===== src/rtl/strip_allocator.sv =====
// strip_allocator: places one program per job into the first of up to three
// candidate strips that still has horizontal room, tracking per-strip column
// occupancy. One candidate is examined per cycle; a result is held until the
// downstream side accepts it.
// Optional build macro: ALLOC_STATS_EN adds saturating placed/failed counters.
module strip_allocator #(
    parameter int STRIP_WIDTH = 128,
    parameter int NUM_STRIPS  = 13,
    parameter int X_W         = 8
) (
    input  logic           clk_i,
    input  logic           rst_i,
    input  logic           clear_i,
    input  logic           in_valid_i,
    output logic           in_ready_o,
    input  logic [4:0]     prog_width_i,
    input  logic [3:0]     cand_0_i,
    input  logic [3:0]     cand_1_i,
    input  logic [3:0]     cand_2_i,
    output logic           out_valid_o,
    input  logic           out_ready_i,
    output logic [3:0]     strip_id_o,
    output logic [X_W-1:0] x_o,
    output logic           fail_o
`ifdef ALLOC_STATS_EN
    ,
    output logic [15:0]    placed_cnt_o,
    output logic [15:0]    fail_cnt_o
`endif
);

    localparam logic [1:0] S_IDLE = 2'd0;
    localparam logic [1:0] S_TRY  = 2'd1;
    localparam logic [1:0] S_RESP = 2'd2;

    logic [1:0]     r_state;
    logic           r_in_ready;
    logic [4:0]     r_width;
    logic [3:0]     r_cand0, r_cand1, r_cand2;
    logic [1:0]     r_idx;
    logic           r_out_valid;
    logic [3:0]     r_strip_id;
    logic [X_W-1:0] r_x;
    logic           r_fail;
    logic [X_W-1:0] r_used [1:NUM_STRIPS];

    logic [3:0]     w_cand;
    logic           w_id_ok;
    logic [X_W-1:0] w_used_c;
    logic [X_W:0]   w_sum;
    logic           w_fit;
    logic           w_accept;
    logic           w_place;
    logic           w_out_hs;

    // Select the candidate under examination for this TRY cycle
    always_comb begin
        case (r_idx)
            2'd0:    w_cand = r_cand0;
            2'd1:    w_cand = r_cand1;
            default: w_cand = r_cand2;
        endcase
    end

    // Read the occupancy of the current candidate; out-of-range IDs read 0
    always_comb begin
        w_used_c = '0;
        for (int i = 1; i <= NUM_STRIPS; i++) begin
            if (w_cand == 4'(i)) w_used_c = r_used[i];
        end
    end

    // Fit test is one bit wider than the occupancy so the sum cannot wrap
    assign w_id_ok  = (w_cand != 4'd0) && (w_cand <= 4'(NUM_STRIPS));
    assign w_sum    = {1'b0, w_used_c} + (X_W+1)'(r_width);
    assign w_fit    = w_id_ok && (w_sum <= (X_W+1)'(STRIP_WIDTH));
    assign w_accept = in_valid_i && r_in_ready && (r_state == S_IDLE);
    assign w_place  = (r_state == S_TRY) && w_fit;
    assign w_out_hs = r_out_valid && out_ready_i;

    // Job control: accept, walk candidates, hold result until handshake
    always_ff @(posedge clk_i or posedge rst_i) begin
        if (rst_i) begin
            r_state     <= S_IDLE;
            r_in_ready  <= 1'b0;
            r_width     <= '0;
            r_cand0     <= '0;
            r_cand1     <= '0;
            r_cand2     <= '0;
            r_idx       <= '0;
            r_out_valid <= 1'b0;
            r_strip_id  <= '0;
            r_x         <= '0;
            r_fail      <= 1'b0;
        end else if (clear_i) begin
            r_state     <= S_IDLE;
            r_in_ready  <= 1'b1;
            r_idx       <= '0;
            r_out_valid <= 1'b0;
            r_strip_id  <= '0;
            r_x         <= '0;
            r_fail      <= 1'b0;
        end else begin
            case (r_state)
                S_IDLE: begin
                    r_in_ready <= !w_accept;
                    if (w_accept) begin
                        r_width <= prog_width_i;
                        r_cand0 <= cand_0_i;
                        r_cand1 <= cand_1_i;
                        r_cand2 <= cand_2_i;
                        r_idx   <= 2'd0;
                        r_state <= S_TRY;
                    end
                end
                S_TRY: begin
                    if (w_fit) begin
                        r_x         <= w_used_c;
                        r_strip_id  <= w_cand;
                        r_fail      <= 1'b0;
                        r_out_valid <= 1'b1;
                        r_state     <= S_RESP;
                    end else if (r_idx == 2'd2) begin
                        r_x         <= '0;
                        r_strip_id  <= '0;
                        r_fail      <= 1'b1;
                        r_out_valid <= 1'b1;
                        r_state     <= S_RESP;
                    end else begin
                        r_idx <= r_idx + 2'd1;
                    end
                end
                S_RESP: begin
                    if (out_ready_i) begin
                        r_out_valid <= 1'b0;
                        r_in_ready  <= 1'b1;
                        r_state     <= S_IDLE;
                    end
                end
                default: begin
                    r_state     <= S_IDLE;
                    r_in_ready  <= 1'b1;
                    r_out_valid <= 1'b0;
                end
            endcase
        end
    end

    // Occupancy: bump the chosen strip by the program width on a placement
    always_ff @(posedge clk_i or posedge rst_i) begin
        if (rst_i) begin
            for (int i = 1; i <= NUM_STRIPS; i++) r_used[i] <= '0;
        end else if (clear_i) begin
            for (int i = 1; i <= NUM_STRIPS; i++) r_used[i] <= '0;
        end else if (w_place) begin
            for (int i = 1; i <= NUM_STRIPS; i++) begin
                if (w_cand == 4'(i)) r_used[i] <= w_sum[X_W-1:0];
            end
        end
    end

`ifdef ALLOC_STATS_EN
    logic [15:0] r_placed_cnt;
    logic [15:0] r_fail_cnt;

    // Saturating result counters, stepped when a result is handed off
    always_ff @(posedge clk_i or posedge rst_i) begin
        if (rst_i) begin
            r_placed_cnt <= '0;
            r_fail_cnt   <= '0;
        end else if (clear_i) begin
            r_placed_cnt <= '0;
            r_fail_cnt   <= '0;
        end else if (w_out_hs) begin
            if (r_fail) begin
                if (r_fail_cnt != 16'hFFFF) r_fail_cnt <= r_fail_cnt + 16'd1;
            end else begin
                if (r_placed_cnt != 16'hFFFF) r_placed_cnt <= r_placed_cnt + 16'd1;
            end
        end
    end

    assign placed_cnt_o = r_placed_cnt;
    assign fail_cnt_o   = r_fail_cnt;
`else
    // Handshake only matters to the counters; keep it referenced
    logic w_unused_hs;
    assign w_unused_hs = w_out_hs;
`endif

    assign in_ready_o  = r_in_ready;
    assign out_valid_o = r_out_valid;
    assign strip_id_o  = r_strip_id;
    assign x_o         = r_x;
    assign fail_o      = r_fail;

endmodule


===== config.mk =====
export PLATFORM = sky130hd
export DESIGN_NAME = strip_allocator
export DESIGN_NICKNAME = d
export VERILOG_FILES = /design/src/rtl/strip_allocator.sv
export SDC_FILE = /design/constraint.sdc
export NUM_CORES = 1
export LEC_CHECK = 0
export CORE_UTILIZATION = 35
export CTS_CLUSTER_DIAMETER = 150
export DETAILED_ROUTE_END_ITERATION = 16
export GPL_TIMING_DRIVEN = 0
export HOLD_SLACK_MARGIN = 0.12
export SLEW_MARGIN = 15
export SYNTH_ARGS = -nofsm -noshare
export SYNTH_HDL_FRONTEND = slang
export SYNTH_SLANG_ARGS = --single-unit
export TNS_END_PERCENT = 5

===== constraint.sdc =====
create_clock -name clk_i -period 5 [get_ports clk_i]
set_input_delay 1 -clock clk_i [delete_from_list [all_inputs] [get_ports clk_i]]
set_output_delay 1 -clock clk_i [all_outputs]
set_load 0.05 [all_outputs]

# ---- Word level (Yosys, flattened, before mapping)
# Cells that the tools add are included.
dict set report classes {
  add_sub_neg 2
  mul 0
  n_div 0
  n_lt_le_gt_ge 2
  eq_ne 24
  shift 0
  muxes 59
  n_bitwise 1
  reduce_logical 45
}
# operator count
set ops {}
lappend ops {{8-bit 2-to-1 mux} 30}
lappend ops {{104-bit 2-to-1 mux} 2}
lappend ops {{2-bit AND reduction} 15}
lappend ops {{2-bit nonzero test} 15}
lappend ops {{4-bit == test, second input constant} 6}
lappend ops {{2-bit 2-to-1 mux} 9}
lappend ops {{4-bit by 3-bit == test with 1-bit output, second input constant} 4}
lappend ops {{4-bit 2-to-1 mux} 4}
lappend ops {{3-bit != test, second input constant} 4}
lappend ops {{8-bit by 5-bit adder with 9-bit output} 1}
lappend ops {{9-bit by 8-bit <= comparator with 1-bit output, second input constant} 1}
lappend ops {{1-bit 2-to-1 mux} 9}
lappend ops {{3-bit AND reduction} 3}
lappend ops {{4-bit by 2-bit == test with 1-bit output, second input constant} 2}
lappend ops {{4-bit one-hot mux with 2 select lines} 1}
lappend ops {{1-bit one-hot mux with 3 select lines} 2}
lappend ops {{2-bit one-hot mux with 3 select lines} 1}
lappend ops {{3-bit nonzero test} 2}
lappend ops {{1-bit logical AND} 5}
lappend ops {{2-bit by 1-bit == test with 1-bit output, second input constant} 2}
lappend ops {{2-bit == test, second input constant} 2}
lappend ops {{4-bit by 1-bit == test with 1-bit output, second input constant} 1}
lappend ops {{4-bit <= comparator, second input constant} 1}
lappend ops {{2-bit zero test} 2}
lappend ops {{other kinds (8)} 9}
dict set report totals {
  regBits 140
  latchBits 0
  ram_bits 0
  rom_bits 0
  output_inout_bits 15
  word_cells 157
  n_memories 0
}

# ---- Logic depth before layout (Yosys ltp)
dict set report logic_depth {
  ltp_word 22
  mapped_depth 26
}

# ---- Worst setup path after synthesis
# Ideal clock, no wire load.
dict set report synth_path {
  kind {flip-flop to flip-flop}
  startpoint {register r_idx[0]}
  endpoint {register r_used[72] (netlist name)}
  t_arrival_ns 5.265
  required_time_ns 4.863
  slack_ns -0.402
  stages_incl_launch_ff 24
  synth_period_minus_slack_ns 5.402
  path_cell_list {dfrtp_1 -> inv_1 -> ha_1 -> buf_6 -> a22o_4 -> nor2_8 -> buf_6 -> clkbuf_1 -> buf_1 -> nand2_1 -> o211ai_1 -> a31oi_1 -> a221o_1 -> ha_1 -> fa_1 -> xor2_1 -> or3_1 -> nor4b_1 -> o221a_2 -> a32o_1 -> o31ai_2 -> or4_1 -> buf_4 -> mux2i_1}
}
dict set report synth_between {
  elab_chain_cells 22
  elab_cells_between_ends 42
  classes_between {add/sub: 1; order compare: 2; eq/ne: 14; mux: 17; reduce/logical: 8}
}
# item line
set synth_rtl {}
lappend synth_rtl {{from (decl)} 40} ;# logic [1:0] r_idx;
lappend synth_rtl {{from (signal assigned)} 130} ;# r_idx <= r_idx + 2'd1;
lappend synth_rtl {{2-bit by 1-bit == test with 1-bit output or 2-bit zero test (tied branches)} 58} ;# case (r_idx)
lappend synth_rtl {{4-bit one-hot mux with 2 select lines *} 58}
lappend synth_rtl {{4-bit by 1-bit == test with 1-bit output} 69} ;# if (w_cand == 4'(i)) w_used_c = r_used[i];
lappend synth_rtl {{8-bit 2-to-1 mux (13 in a row)} 69}
lappend synth_rtl {{8-bit by 5-bit adder with 9-bit output} 75} ;# assign w_sum = {1'b0, w_used_c} + (X_W+1)'(r_width);
lappend synth_rtl {{9-bit by 8-bit <= comparator with 1-bit output} 76} ;# assign w_fit = w_id_ok && (w_sum <= (X_W+1)'(STRIP_WIDTH));
lappend synth_rtl {{1-bit logical AND} 76}
lappend synth_rtl {{1-bit logical AND} 78} ;# assign w_place = (r_state == S_TRY) && w_fit;
lappend synth_rtl {{2-bit nonzero test (no source line)} n/a}
lappend synth_rtl {{2-bit AND reduction (no source line)} n/a}
lappend synth_rtl {{to (signal, indexed assignment)} 157} ;# if (w_cand == 4'(i)) r_used[i] <= w_sum[X_W-1:0];
lappend synth_rtl {{to (decl)} 45} ;# logic [X_W-1:0] r_used [1:NUM_STRIPS];
# Every way passes the cells marked *; elsewhere a longest branch is shown, timed or not. The select of a mux whose other input is x is not followed.
# A chain may end at the register's enable or synchronous reset.

# ---- Worst setup path after layout
dict set report layout_path {
  startpoint {register r_idx[0]}
  endpoint {register r_used[98] (netlist name)}
}
dict set report layout_between {
  elab_chain_cells 22
  elab_cells_between_ends 42
  classes_between {add/sub: 1; order compare: 2; eq/ne: 14; mux: 17; reduce/logical: 8}
}
# item line
set layout_rtl {}
lappend layout_rtl {{2-bit by 1-bit == test with 1-bit output or 2-bit zero test (tied branches)} 58}
lappend layout_rtl {{4-bit one-hot mux with 2 select lines *} 58}
lappend layout_rtl {{4-bit by 1-bit == test with 1-bit output} {69, 157}}
lappend layout_rtl {{8-bit 2-to-1 mux (13 in a row)} 69}
lappend layout_rtl {{8-bit by 5-bit adder with 9-bit output} 75}
lappend layout_rtl {{9-bit by 8-bit <= comparator with 1-bit output} 76}
lappend layout_rtl {{1-bit logical AND} 76}
lappend layout_rtl {{1-bit logical AND} 78}
lappend layout_rtl {{2-bit nonzero test (no source line)} n/a}
lappend layout_rtl {{2-bit AND reduction (no source line)} n/a}
# Marks and branches as above.

==> impl_metrics.env <==
export IMPL_yosysTopAreaCell="dfrtp_1"
export IMPL_antenna_cells=0
export IMPL_synthesis_nets=775
export IMPL_ys_flop_type="dfrtp_1"
export IMPL_root_buffer="clkbuf_16"
export IMPL_outcome="complete, but fails checks"
export IMPL_synth_top_family_by_area="simple AND/OR/NAND/NOR gates"
export IMPL_vdd_ir_drop_max_uv=279
export IMPL_drive_gt1_share_pct=24.0
export IMPL_routed_wl_um=23700
export IMPL_die_area_um2=24000
export IMPL_hold_viol=0
export IMPL_cts_tree="built"
export IMPL_grt_ovfl_total=0
export IMPL_yosysTopAreaCellShare_pct=42.8
export IMPL_synth_mux_area_share_pct=17.0
export IMPL_route_detailed_drc=0
export IMPL_first_pass_iters=5
export IMPL_vias=6250
export IMPL_core_rowCount=55
export IMPL_avgSynthCellArea_um2=11.0
export IMPL_wire_per_inst_um=20.4
export IMPL_ant_nets=0
export IMPL_placed_area_um2=9030
export IMPL_clk_latency_ns=0.43
export IMPL_tightest_slew_ns=0.875
export IMPL_grt_max_degree=104
export IMPL_design_core_area_um2=22800
export IMPL_fp_dieW_um=155
export IMPL_grt_pass1_wl_um=37300
export IMPL_cp_data_required_time_ns=5.35
export IMPL_setup_violations_final=122
export IMPL_pin_count=37
export IMPL_cp_start_kind="register"
export IMPL_failed_checks="negative setup slack"
export IMPL_numPortBuffers=36
export IMPL_path_clk_slew_ns=0.07
export IMPL_maxCapViolCount=0
export IMPL_start_util_pct=35.9
export IMPL_placed_cells=1095
export IMPL_cts_buffers=17
export IMPL_htreeDepth=4
export IMPL_fillers=2075
export IMPL_grt_usage_pct=20.6
export IMPL_routabilityCongestion=0.846
export IMPL_seq_area_frac_synth_pct=42.8
export IMPL_fin_ws_ns=-0.286
export IMPL_max_slew_margin_rel_pct=41.4
export IMPL_synth_simple_area_share_pct=21.0
export IMPL_multi_input_area_um2=4580
export IMPL_fmax_mhz=189
export IMPL_grt_pass1_vias=6343
export IMPL_end_kind="register"
export IMPL_ys_top_cells_by_count="dfrtp_1, nand2b_1, mux2i_1"
export IMPL_grt_setup_unrepaired="yes"
export IMPL_dp_hpwl_um=16200
export IMPL_syn_inst=744
export IMPL_async_flop_share_pct=100
export IMPL_synth_seq_cells=140
export IMPL_cts_sinks=140
export IMPL_hp_class="reg -> reg"
export IMPL_drt_iter0_drc=465
export IMPL_ys_warn_count=0
export IMPL_period_needed_ns=5.29
export IMPL_ys_top_cells_by_area="dfrtp_1, mux2i_1, nand2b_1"
export IMPL_fin_nets=864
export IMPL_drv_slew=0
export IMPL_fp_dieH_um=155
export IMPL_stdcell_area_um2=10200
export IMPL_critPathMaxFanout=10
export IMPL_power_density_nw_per_um2=635
export IMPL_critPathKind="reg -> reg"
export IMPL_synthAdderAreaFrac_pct=1.47
export IMPL_p_leak_nw=4.67
export IMPL_clk_path_buf_depth=2
export IMPL_antenna_found_initial=0
export IMPL_area_delta_synth_final_pct=25.0
export IMPL_synth_xor_area_share_pct=0.428
export IMPL_ys_types=90
export IMPL_cp_arrival_ns=5.64
export IMPL_viasPerCell=5.39
export IMPL_finalNonFillerCells=1159
export IMPL_hold_ws_ns=0.531
export IMPL_yosysMostFrequentCell="dfrtp_1"
export IMPL_netlist_area_um2=8180
export IMPL_synth_edf_count=0
export IMPL_finalClockSkew_ns=0.00736
export IMPL_regArea_um2=3500
export IMPL_finalCritPeriodShare_pct=106
export IMPL_synth_compound_gate_area_share_pct=13.3
-- what timing repair did --
| item | 4_1_cts | 5_1_grt |
|---|---|---|
| pin swaps | 27 | 15 |
| setup buffers | 23 | 10 |
| gates cloned | 0 | 1 |
| resized for setup | 61 | 20 |
| hold buffers | 0 | 0 |
| setup endpoints to repair | 122 | 122 |
-- path summary, 6_finish.rpt --
check                                start          to  slack (ns)  cells after the start
max in group asynchronous            rst_i  r_used[21]        3.21                      3
worst min register to register  r_width[3]  r_width[3]        0.53                      1
worst min-delay path            r_width[3]  r_width[3]        0.53                      1
worst max register to register    r_idx[0]  r_used[98]       -0.29                     23
worst max-delay path              r_idx[0]  r_used[98]       -0.29                     23
min in group asynchronous            rst_i  r_used[70]        0.94                      2
-- final cells by class --
cell class | instances | share of cell area, %
repair buffers | 70 | 6.60
well taps | 313 | 3.83
clock buffers | 18 | 4.19
multi-input cells | 541 | 44.8
plain buffers | 52 | 4.30
flip-flops and latches | 140 | 34.2
clock inverters | 14 | 1.59
inverters | 11 | 0.477
-- critical path, stage by stage (launching register included) --
cell       delay (ns)
dfrtp_2          0.44
ha_4             0.21
buf_12           0.14
a22o_4           0.28
nor2_8           0.11
buf_12           0.11
clkbuf_16        0.14
mux4_2           0.52
nand2_1          0.09
a31oi_1          0.08
a221o_1          0.33
ha_2             0.22
fa_2             0.35
a21o_1           0.18
a21oi_2          0.20
buf_4            0.15
o21bai_4         0.07
nor4b_4          0.14
o221a_2          0.23
a32o_2           0.26
o31a_1           0.30
buf_12           0.18
nand4_4          0.20
mux2i_1          0.24
-- logic make-up after synthesis --
family	after synthesis
simple gates	269
fa+ha+maj	9
flops	140
buf+inv	63
mux	133
xor+xnor	4
compound gates	126
-- power by group --
| part | switching, mW | internal [mW] |
|---|---|---|
| Clock | 0.555 | 0.748 |
| Sequential | 0.132 | 1.29 |
| Combinational | 2.34 | 1.43 |
| Total | 3.03 | 3.47 |
-- per-layer routing --
metal	routed length, um	track usage [%]
met5	0	0
met4	397	6.03
met3	1180	4.07
met2	11100	32.9
met1	10900	28.1
-- cell usage in the layout (no fill, tap or decap), types with 6 or more instances in the layout --
cell / count
clkdlybuf4s50_1: 36
inv_1: 8
a211oi_1: 6
nand3b_1: 10
nand3_1: 12
a31oi_1: 6
nand4_4: 7
nor2_1: 18
o221ai_2: 6
mux2i_1: 109
nand2_1: 44
buf_4: 30
clkbuf_16: 18
buf_6: 13
mux2_2: 21
or3_1: 6
o21ai_0: 10
dfrtp_1: 139
a21oi_1: 19
o22ai_1: 6
nor3_1: 10
nand2b_1: 112
clkbuf_1: 26
buf_12: 7
-- flip-flops by register name (all words and copies together), names as in the netlist --
name,flops
r_idx,2
r_width,5
r_state,2
r_cand2,4
r_cand1,4
fail_o,1
strip_id_o,4
x_o,8
in_ready_o,1
r_used,104
r_cand0,4
out_valid_o,1
-- per-stage QoR --
step	TNS, ns	utilization (%)	total power [mW]	worst slack [ns]
3_3_place_gp	-442.14	39.4	4.54	-2.08
5_1_grt	-49.97	44.9	6.78	-0.497
2_1_floorplan	0	-	3.66	0.0189
6_report	-26.19	44.9	6.49	-0.286
4_1_cts	-28.68	44.3	6.32	-0.364
3_5_place_dp	-154.99	39.6	4.56	-1.36
No activity file was read; power rests on OpenSTA's default activity.
